[src/rtl/rob_commit_pkg.sv]
// Shared types and payload field positions for the ROB retire stage.
package rob_commit_pkg;

  typedef enum logic [1:0] {
    RUN   = 2'd0,
    FLUSH = 2'd1,
    DRAIN = 2'd2
  } state_e;

  localparam int EXC_BIT     = 0;
  localparam int MISPRED_BIT = 1;
  localparam int CAUSE_LSB   = 2;
  localparam int CAUSE_W     = 4;

endpackage

[src/rtl/rob_commit_if.sv]
// ROB head read port plus commit/trap/status signals of the retire stage.
interface rob_commit_if
  import rob_commit_pkg::*;
#(
  parameter int DWIDTH  = 8,
  parameter int IDWIDTH = 8
);
  logic               rob_empty_i;
  logic               rob_rcomplete_i;
  logic               rob_rcancel_i;
  logic [IDWIDTH-1:0] rob_rtag_i;
  logic [DWIDTH-1:0]  rob_rdata_i;
  logic [IDWIDTH-1:0] rob_rentrynum_i;
  logic               rob_rden_o;
  logic               rob_flush_o;
  logic               commit_ready_i;
  logic               commit_valid_o;
  logic [IDWIDTH-1:0] commit_tag_o;
  logic [IDWIDTH-1:0] commit_entry_o;
  logic               trap_valid_o;
  logic [CAUSE_W-1:0] trap_cause_o;
  logic               redirect_o;
  logic               dispatch_stall_o;
  logic [63:0]        instret_o;
  logic               hang_o;

  // The retire stage itself.
  modport master (
    input  rob_empty_i, rob_rcomplete_i, rob_rcancel_i, rob_rtag_i,
           rob_rdata_i, rob_rentrynum_i, commit_ready_i,
    output rob_rden_o, rob_flush_o, commit_valid_o, commit_tag_o,
           commit_entry_o, trap_valid_o, trap_cause_o, redirect_o,
           dispatch_stall_o, instret_o, hang_o
  );

  // ROB plus architectural-state sink.
  modport slave (
    output rob_empty_i, rob_rcomplete_i, rob_rcancel_i, rob_rtag_i,
           rob_rdata_i, rob_rentrynum_i, commit_ready_i,
    input  rob_rden_o, rob_flush_o, commit_valid_o, commit_tag_o,
           commit_entry_o, trap_valid_o, trap_cause_o, redirect_o,
           dispatch_stall_o, instret_o, hang_o
  );
endinterface

[src/rtl/rob_commit_watchdog.sv]
// Head-stall watchdog: saturating cycle counter with a sticky hang flag.
module rob_commit_watchdog #(
  parameter int TIMEOUT = 1024
) (
  input  logic i_clk,
  input  logic i_arst_n,
  input  logic i_run,
  input  logic i_empty,
  input  logic i_complete,
  input  logic i_pop,
  output logic o_hang
);
  localparam int CW = $clog2(TIMEOUT + 1);
  localparam logic [CW-1:0] LIMIT    = CW'(TIMEOUT);
  localparam logic [CW-1:0] LIMIT_M1 = CW'(TIMEOUT - 1);

  logic [CW-1:0] r_cnt;
  logic          r_hang;

  // Counting only happens in RUN; FLUSH and DRAIN freeze the count.
  always_ff @(posedge i_clk or negedge i_arst_n) begin
    if (!i_arst_n) begin
      r_cnt  <= '0;
      r_hang <= 1'b0;
    end else if (i_run) begin
      if (i_pop || i_empty) begin
        r_cnt <= '0;
      end else if (!i_complete && (r_cnt != LIMIT)) begin
        r_cnt <= r_cnt + CW'(1);
        if (r_cnt == LIMIT_M1) r_hang <= 1'b1;
      end
    end
  end

  assign o_hang = r_hang;

endmodule

[src/rtl/rob_commit.sv]
// In-order retire stage: pops completed ROB heads, commits or traps them,
// and sequences the flush/drain of cancelled entries after a break.
module rob_commit
  import rob_commit_pkg::*;
#(
  parameter int DWIDTH  = 8,
  parameter int IDWIDTH = 8,
  parameter int TIMEOUT = 1024
) (
  input  logic          clk_i,
  input  logic          arst_n_i,
  rob_commit_if.master  bus
);
  logic [DWIDTH-1:0]  w_payload;
  logic               w_unused_payload;
  logic               w_head_ok;
  logic               w_rden;
  logic               w_run;
  logic               w_hang;

  state_e             r_state;
  logic               r_commit_vld_p1;
  logic [IDWIDTH-1:0] r_commit_tag_p1;
  logic [IDWIDTH-1:0] r_commit_entry_p1;
  logic               r_trap_vld_p1;
  logic [CAUSE_W-1:0] r_trap_cause_p1;
  logic               r_redirect_p1;
  logic               r_flush_p1;
  logic [63:0]        r_instret;

  assign w_payload        = bus.rob_rdata_i;
  assign w_unused_payload = &{1'b0, w_payload};
  assign w_head_ok        = !bus.rob_empty_i & bus.rob_rcomplete_i & !bus.rob_rcancel_i;
  assign w_run            = (r_state == RUN);

  // The flush pulse trails the FLUSH state by a cycle; DRAIN waits it out so
  // no pop ever coincides with it and the ROB has marked its entries cancelled.
  always_comb begin
    w_rden = 1'b0;
    case (r_state)
      RUN:     w_rden = w_head_ok & bus.commit_ready_i;
      DRAIN:   w_rden = !r_flush_p1 & !bus.rob_empty_i & bus.rob_rcancel_i;
      default: w_rden = 1'b0;
    endcase
  end

  // ---- stage p0 -> p1: head decision to registered commit/trap beats ----
  always_ff @(posedge clk_i or negedge arst_n_i) begin
    if (!arst_n_i) begin
      r_state           <= RUN;
      r_commit_vld_p1   <= 1'b0;
      r_commit_tag_p1   <= '0;
      r_commit_entry_p1 <= '0;
      r_trap_vld_p1     <= 1'b0;
      r_trap_cause_p1   <= '0;
      r_redirect_p1     <= 1'b0;
      r_flush_p1        <= 1'b0;
      r_instret         <= '0;
    end else begin
      r_commit_vld_p1 <= 1'b0;
      r_trap_vld_p1   <= 1'b0;
      r_redirect_p1   <= 1'b0;
      r_flush_p1      <= (r_state == FLUSH);
      case (r_state)
        RUN: begin
          if (w_rden) begin
            if (w_payload[EXC_BIT]) begin
              r_trap_vld_p1   <= 1'b1;
              r_trap_cause_p1 <= w_payload[CAUSE_LSB +: CAUSE_W];
              r_state         <= FLUSH;
            end else begin
              r_commit_vld_p1   <= 1'b1;
              r_commit_tag_p1   <= bus.rob_rtag_i;
              r_commit_entry_p1 <= bus.rob_rentrynum_i;
              r_instret         <= r_instret + 64'd1;
              if (w_payload[MISPRED_BIT]) begin
                r_redirect_p1 <= 1'b1;
                r_state       <= FLUSH;
              end
            end
          end
        end
        FLUSH:   r_state <= DRAIN;
        DRAIN: begin
          if (!r_flush_p1 && (bus.rob_empty_i || !bus.rob_rcancel_i)) r_state <= RUN;
        end
        default: r_state <= RUN;
      endcase
    end
  end

  rob_commit_watchdog #(
    .TIMEOUT (TIMEOUT)
  ) u_wdog (
    .i_clk      (clk_i),
    .i_arst_n   (arst_n_i),
    .i_run      (w_run),
    .i_empty    (bus.rob_empty_i),
    .i_complete (bus.rob_rcomplete_i),
    .i_pop      (w_rden),
    .o_hang     (w_hang)
  );

  assign bus.rob_rden_o       = w_rden;
  assign bus.rob_flush_o      = r_flush_p1;
  assign bus.commit_valid_o   = r_commit_vld_p1;
  assign bus.commit_tag_o     = r_commit_tag_p1;
  assign bus.commit_entry_o   = r_commit_entry_p1;
  assign bus.trap_valid_o     = r_trap_vld_p1;
  assign bus.trap_cause_o     = r_trap_cause_p1;
  assign bus.redirect_o       = r_redirect_p1;
  assign bus.dispatch_stall_o = !w_run;
  assign bus.instret_o        = r_instret;
  assign bus.hang_o           = w_hang;

endmodule

[src/flat_wrapper.sv]
// flat-port wrapper written by rule: the top's interface ports become plain ports
module rob_commit_flat import rob_commit_pkg::*;
#(
  parameter int DWIDTH  = 8,
  parameter int IDWIDTH = 8,
  parameter int TIMEOUT = 1024
)
  (clk_i, arst_n_i, bus_rob_empty_i, bus_rob_rcomplete_i, bus_rob_rcancel_i, bus_rob_rtag_i, bus_rob_rdata_i, bus_rob_rentrynum_i, bus_commit_ready_i, bus_rob_rden_o, bus_rob_flush_o, bus_commit_valid_o, bus_commit_tag_o, bus_commit_entry_o, bus_trap_valid_o, bus_trap_cause_o, bus_redirect_o, bus_dispatch_stall_o, bus_instret_o, bus_hang_o);
  rob_commit_if #(.DWIDTH(DWIDTH), .IDWIDTH(IDWIDTH)) bus_i ();
  input  logic clk_i;
  input  logic arst_n_i;
  input wire logic [$bits(bus_i.rob_empty_i)-1:0] bus_rob_empty_i;
  input wire logic [$bits(bus_i.rob_rcomplete_i)-1:0] bus_rob_rcomplete_i;
  input wire logic [$bits(bus_i.rob_rcancel_i)-1:0] bus_rob_rcancel_i;
  input wire logic [$bits(bus_i.rob_rtag_i)-1:0] bus_rob_rtag_i;
  input wire logic [$bits(bus_i.rob_rdata_i)-1:0] bus_rob_rdata_i;
  input wire logic [$bits(bus_i.rob_rentrynum_i)-1:0] bus_rob_rentrynum_i;
  input wire logic [$bits(bus_i.commit_ready_i)-1:0] bus_commit_ready_i;
  output wire logic [$bits(bus_i.rob_rden_o)-1:0] bus_rob_rden_o;
  output wire logic [$bits(bus_i.rob_flush_o)-1:0] bus_rob_flush_o;
  output wire logic [$bits(bus_i.commit_valid_o)-1:0] bus_commit_valid_o;
  output wire logic [$bits(bus_i.commit_tag_o)-1:0] bus_commit_tag_o;
  output wire logic [$bits(bus_i.commit_entry_o)-1:0] bus_commit_entry_o;
  output wire logic [$bits(bus_i.trap_valid_o)-1:0] bus_trap_valid_o;
  output wire logic [$bits(bus_i.trap_cause_o)-1:0] bus_trap_cause_o;
  output wire logic [$bits(bus_i.redirect_o)-1:0] bus_redirect_o;
  output wire logic [$bits(bus_i.dispatch_stall_o)-1:0] bus_dispatch_stall_o;
  output wire logic [$bits(bus_i.instret_o)-1:0] bus_instret_o;
  output wire logic [$bits(bus_i.hang_o)-1:0] bus_hang_o;
  assign bus_i.rob_empty_i = bus_rob_empty_i;
  assign bus_i.rob_rcomplete_i = bus_rob_rcomplete_i;
  assign bus_i.rob_rcancel_i = bus_rob_rcancel_i;
  assign bus_i.rob_rtag_i = bus_rob_rtag_i;
  assign bus_i.rob_rdata_i = bus_rob_rdata_i;
  assign bus_i.rob_rentrynum_i = bus_rob_rentrynum_i;
  assign bus_i.commit_ready_i = bus_commit_ready_i;
  assign bus_rob_rden_o = bus_i.rob_rden_o;
  assign bus_rob_flush_o = bus_i.rob_flush_o;
  assign bus_commit_valid_o = bus_i.commit_valid_o;
  assign bus_commit_tag_o = bus_i.commit_tag_o;
  assign bus_commit_entry_o = bus_i.commit_entry_o;
  assign bus_trap_valid_o = bus_i.trap_valid_o;
  assign bus_trap_cause_o = bus_i.trap_cause_o;
  assign bus_redirect_o = bus_i.redirect_o;
  assign bus_dispatch_stall_o = bus_i.dispatch_stall_o;
  assign bus_instret_o = bus_i.instret_o;
  assign bus_hang_o = bus_i.hang_o;
  rob_commit #(.DWIDTH(DWIDTH), .IDWIDTH(IDWIDTH), .TIMEOUT(TIMEOUT)) u_core (.clk_i(clk_i), .arst_n_i(arst_n_i), .bus(bus_i));
endmodule
[config.mk]
export PLATFORM = sky130hd
export DESIGN_NAME = rob_commit_flat
export DESIGN_NICKNAME = d
export VERILOG_FILES = /design/src/rtl/rob_commit_pkg.sv /design/src/rtl/rob_commit_if.sv /design/src/rtl/rob_commit_watchdog.sv /design/src/rtl/rob_commit.sv /design/src/flat_wrapper.sv
export SDC_FILE = /design/constraint.sdc
export NUM_CORES = 1
export LEC_CHECK = 0
export ABC_AREA = 1
export CAP_MARGIN = 25
export CORE_MARGIN = 5
export CORE_UTILIZATION = 47
export DETAILED_ROUTE_END_ITERATION = 7
export GPL_TIMING_DRIVEN = 0
export PLACE_DENSITY = 0.77
export SYNTH_ARGS = -nofsm -noshare
export SYNTH_HDL_FRONTEND = slang
export SYNTH_HIERARCHICAL = 1
export SYNTH_SLANG_ARGS = --single-unit
[constraint.sdc]
create_clock -name clk_i -period 1.65 [get_ports clk_i]
set_clock_uncertainty 0.2 [all_clocks]
set_input_delay 0.2475 -clock clk_i [delete_from_list [all_inputs] [get_ports clk_i]]
set_output_delay 0.2475 -clock clk_i [all_outputs]
set_load 0.01 [all_outputs]
==> flow_metrics.tcl <==
set metrics [dict create \
    p_leak_nw 4.69 \
    rr_startpoint "u_core/bus.instret_o[16]$_DFFE_PN0P_" \
    drt_iter0_drc 933 \
    synth-seq-area-share_pct 43.7 \
    wl_met3_mm 2.03 \
    r2r_cells 9 \
    required_ns 1.70 \
    p_int_mw 4.50 \
    arrival_ns 2.00 \
    cts_max_level 3 \
    hold_path_depth 3 \
    netlist.area_leader.share_pct 43.7 \
    final_hold_viol_count 0 \
    firstDrtPassIters 6 \
    drc_errors 0 \
    yosysWarnings 6 \
    cts_root_buf "clkbuf_16" \
    async_flop_share_pct 100 \
    antenna_found_initial 0 \
    seqPwrFrac_pct 45.5 \
    drive_gt1_share_pct 35.0 \
    slew_headroom_pct 54.3 \
    run_status "finished, violations left" \
    preCtsSetupSlack_ns -0.629 \
    cp-start-kind "flip-flop" \
    cts.path.max_buffers 2 \
    dr_wl_met2_mm 10.7 \
    dieArea_mm2 0.0147 \
    worstHoldStart "bus_rob_rtag_i[1]" \
    synth_ff_type "dfrtp_1" \
    placementRows 40 \
    syn_inst 787 \
    crit_type "reg -> reg" \
    grt_pass1_vias 5875 \
    setup.reg_to_reg.worst_slack_ns -0.30 \
    hold_path_class "in -> reg" \
    p_comb_share_pct 18.4 \
    clkTransAtPathRegs_ns 0.07 \
    die_w_um 121 \
    timing.final.crit_share_pct 118 \
    synth_area_mm2 0.00584 \
    avgSynthCellArea_um2 7.42 \
    wl_met1_mm 8.33 \
    worst_slack_ns -0.304 \
    track_usage_pct 25.4 \
    drt-total-wl_mm 22.3 \
    die_h_um 121 \
    initial_utilization_pct 48.2 \
    coreArea_mm2 0.0121 \
    synthesis.nets 820 \
    cp-end-kind "flip-flop" \
    gp_congestion 0.917 \
    ios 121 \
    p_sw_mw 1.68 \
    ys_ff_latch 102 \
    diodes 0 \
    wire_per_inst_um 18.4 \
    tightest_slew_ns 0.686 \
    io_buffers 118 \
    synth_edf_count 0 \
    synth.largest_area_cell "dfrtp_1" \
    synth_cell_types 35 \
    ir_drop_mv 0.473 \
    syn_to_final_growth_pct 58.0 \
    setup_viol 73 \
    powerDensity_mw_per_mm2 670 \
    slew_violations 0 \
    hpwl_mm 11.7 \
    rsz0062_at_grt "yes" \
    layout.nets 1072 \
    pwr-share-clk_pct 36.1 \
    clock_sinks 102 \
    reg2reg_to "u_core/bus.instret_o[36]$_DFFE_PN0P_" \
    grt_pass1_wl_mm 29.4 \
    final_area_mm2 0.00922 \
    layout_min_cycle_time_ns 1.95 \
    cap_violations 0 \
    cts_buffers 9 \
    overflow 0 \
    routed_via_density 5.53 \
    violations "negative setup slack" \
    max_freq_mhz 512 \
    path_max_fanout 7 \
    insertion_delay_ns 0.36 \
    ant_nets 0 \
    grt_max_degree 53 \
    maxUsedRoutingLayer "met4" \
    cts_tree "built" \
    via_count 6705 \
    whs_ns 0.217 \
    yosys-top-cells-area "dfrtp_1 44%, nand2_1 20%, nor2_1 5.5%, inv_1 5.3%, nand3_1 3.9%" \
    placed_area_mm2 0.00728 \
    min_to "u_core/bus.commit_tag_o[1]$_DFFE_PN0P_" \
    swShare_pct 27.2 \
    finalSetupTns_ns -11.12 \
]
cell usage in the layout (no fill, tap or decap), types with 8 or more instances in the layout:
cell             synthesis  layout
dfrtp_2                  0      27
nand3b_1                20      20
inv_1                   82      71
nor2_2                  24      23
nor3_1                  12       8
dlygate4sd2_1            0      67
dfrtp_1                102      75
clkdlybuf4s50_1          0      23
nor2_1                  85      52
nand3_1                 46      35
nand4_1                 18      18
buf_4                    0      86
clkdlybuf4s15_1          0      13
nand2_2                 10      46
nor2_4                  11      50
buf_6                    1      38
nand3_2                  2      12
xor2_1                  20      20
clkbuf_16                0       9
inv_2                    2      11
nand2_4                  2      16
nand2_1                304     253
how the worst max path moves through the flow:
| stage | start | to | slack, ns | depth (start not counted) |
|---|---|---|---|---|
| 6_report | u_core/bus.instret_o[16]$_DFFE_PN0P_ | u_core/bus.instret_o[36]$_DFFE_PN0P_ | -0.30 | 9 |
| 5_1_grt | u_core/bus.instret_o[29]$_DFFE_PN0P_ | u_core/bus.instret_o[36]$_DFFE_PN0P_ | -0.36 | 9 |
| 4_1_cts | u_core/r_state[1]$_DFFE_PN0P_ | bus_rob_rden_o | -0.16 | 4 |
| 3_5_place_dp | bus_rob_empty_i | u_core/bus.instret_o[50]$_DFFE_PN0P_ | -0.63 | 9 |
| 3_3_place_gp | arst_n_i | u_core/bus.instret_o[39]$_DFFE_PN0P_ | -3.82 | 1 |
| 2_1_floorplan | u_core/bus.instret_o[1]$_DFFE_PN0P_ | u_core/bus.instret_o[50]$_DFFE_PN0P_ | -0.01 | 10 |
Yosys cell counts (3+ instances only):
master	instances
buf_2	4
dfrtp_1	102
ha_1	3
inv_1	82
nand2_1	304
nand2_2	10
nand3_1	46
nand3b_1	20
nand4_1	18
nor2_1	85
nor2_2	24
nor2_4	11
nor2_8	3
nor3_1	12
o21ai_0	9
o21ai_1	4
xnor2_1	7
xor2_1	20
routing by layer:
metal | up-vias | track usage [%]
met3 | 139 | 5.59
met1 | 3122 | 32.5
met5 | - | 0
met4 | 0 | 9.17
li1 | 2977 | -
met2 | 467 | 42.2
cell type report:
class	count	area [µm²]
Buffer	6	80.1
Clock buffer	11	253
Clock inverter	5	57.6
Fill cell	785	2890
Inverter	85	337
Multi-Input combinational cell	598	3540
Sequential cell	102	2590
Tap cell	168	210
Timing Repair Buffer	237	2160
power by group through the flow:
stage	combinational, mW	sequential, mW	clock, mW
2_1_floorplan	0.265	2.91	0
3_3_place_gp	0.866	2.85	0
3_5_place_dp	0.893	2.85	0
4_1_cts	0.966	2.80	2.25
5_1_grt	1.23	2.83	2.35
6_report	1.14	2.81	2.23
through the flow:
stage	util (%)	cells	power [mW]
floorplan	-	787	3.18
global placement	59.9	1073	3.72
detailed placement	60.1	1074	3.74
CTS	70.2	1168	6.02
global route	76.1	1212	6.40
finish	76.1	1212	6.18
worst max-delay path: stages (launching register included):
cell	delay, ns
dfrtp_1	0.43
nand2_2	0.14
nor2_4	0.19
nand2_1	0.16
nor2_1	0.16
nand2_2	0.09
nor2_4	0.22
nand2_1	0.11
nand2_1	0.08
nand2_1	0.05
cell families (layout without fill, tap and decap cells):
| logic type | after synthesis | in the layout | synth area share (%) |
|---|---|---|---|
| buffers and inverters | 92 | 344 | 6.32 |
| AO/OA/AOI/OAI | 18 | 18 | 1.95 |
| AND/OR/NAND/NOR | 545 | 550 | 43.3 |
| adder cells (fa/ha/maj) | 3 | 3 | 0.643 |
| XOR/XNOR | 27 | 27 | 4.05 |
| flip-flops | 102 | 102 | 43.7 |
sequential cells by signal (all words and copies together) (netlist names):
name and count:
u_core/bus.instret_o 64, u_core/u_wdog/r_cnt 11, u_core/bus.commit_entry_o 8, u_core/bus.commit_tag_o 8, u_core/bus.trap_cause_o 4, u_core/r_state 2
u_core/bus.commit_valid_o 1, u_core/bus.redirect_o 1, u_core/bus.rob_flush_o 1, u_core/bus.trap_valid_o 1, u_core/u_wdog/o_hang 1
timing repair:
| item | 4_1_cts | 5_1_grt |
|---|---|---|
| pin swaps | 48 | 62 |
| hold buffers | 1 | 0 |
| resized for setup | 237 | 152 |
| setup endpoints to repair | 179 | 98 |
| gates cloned | 6 | 1 |
| hold endpoints to repair | 50 | 0 |
| buffers inserted | 72 | 45 |
No activity file was read; power rests on OpenSTA's default activity.
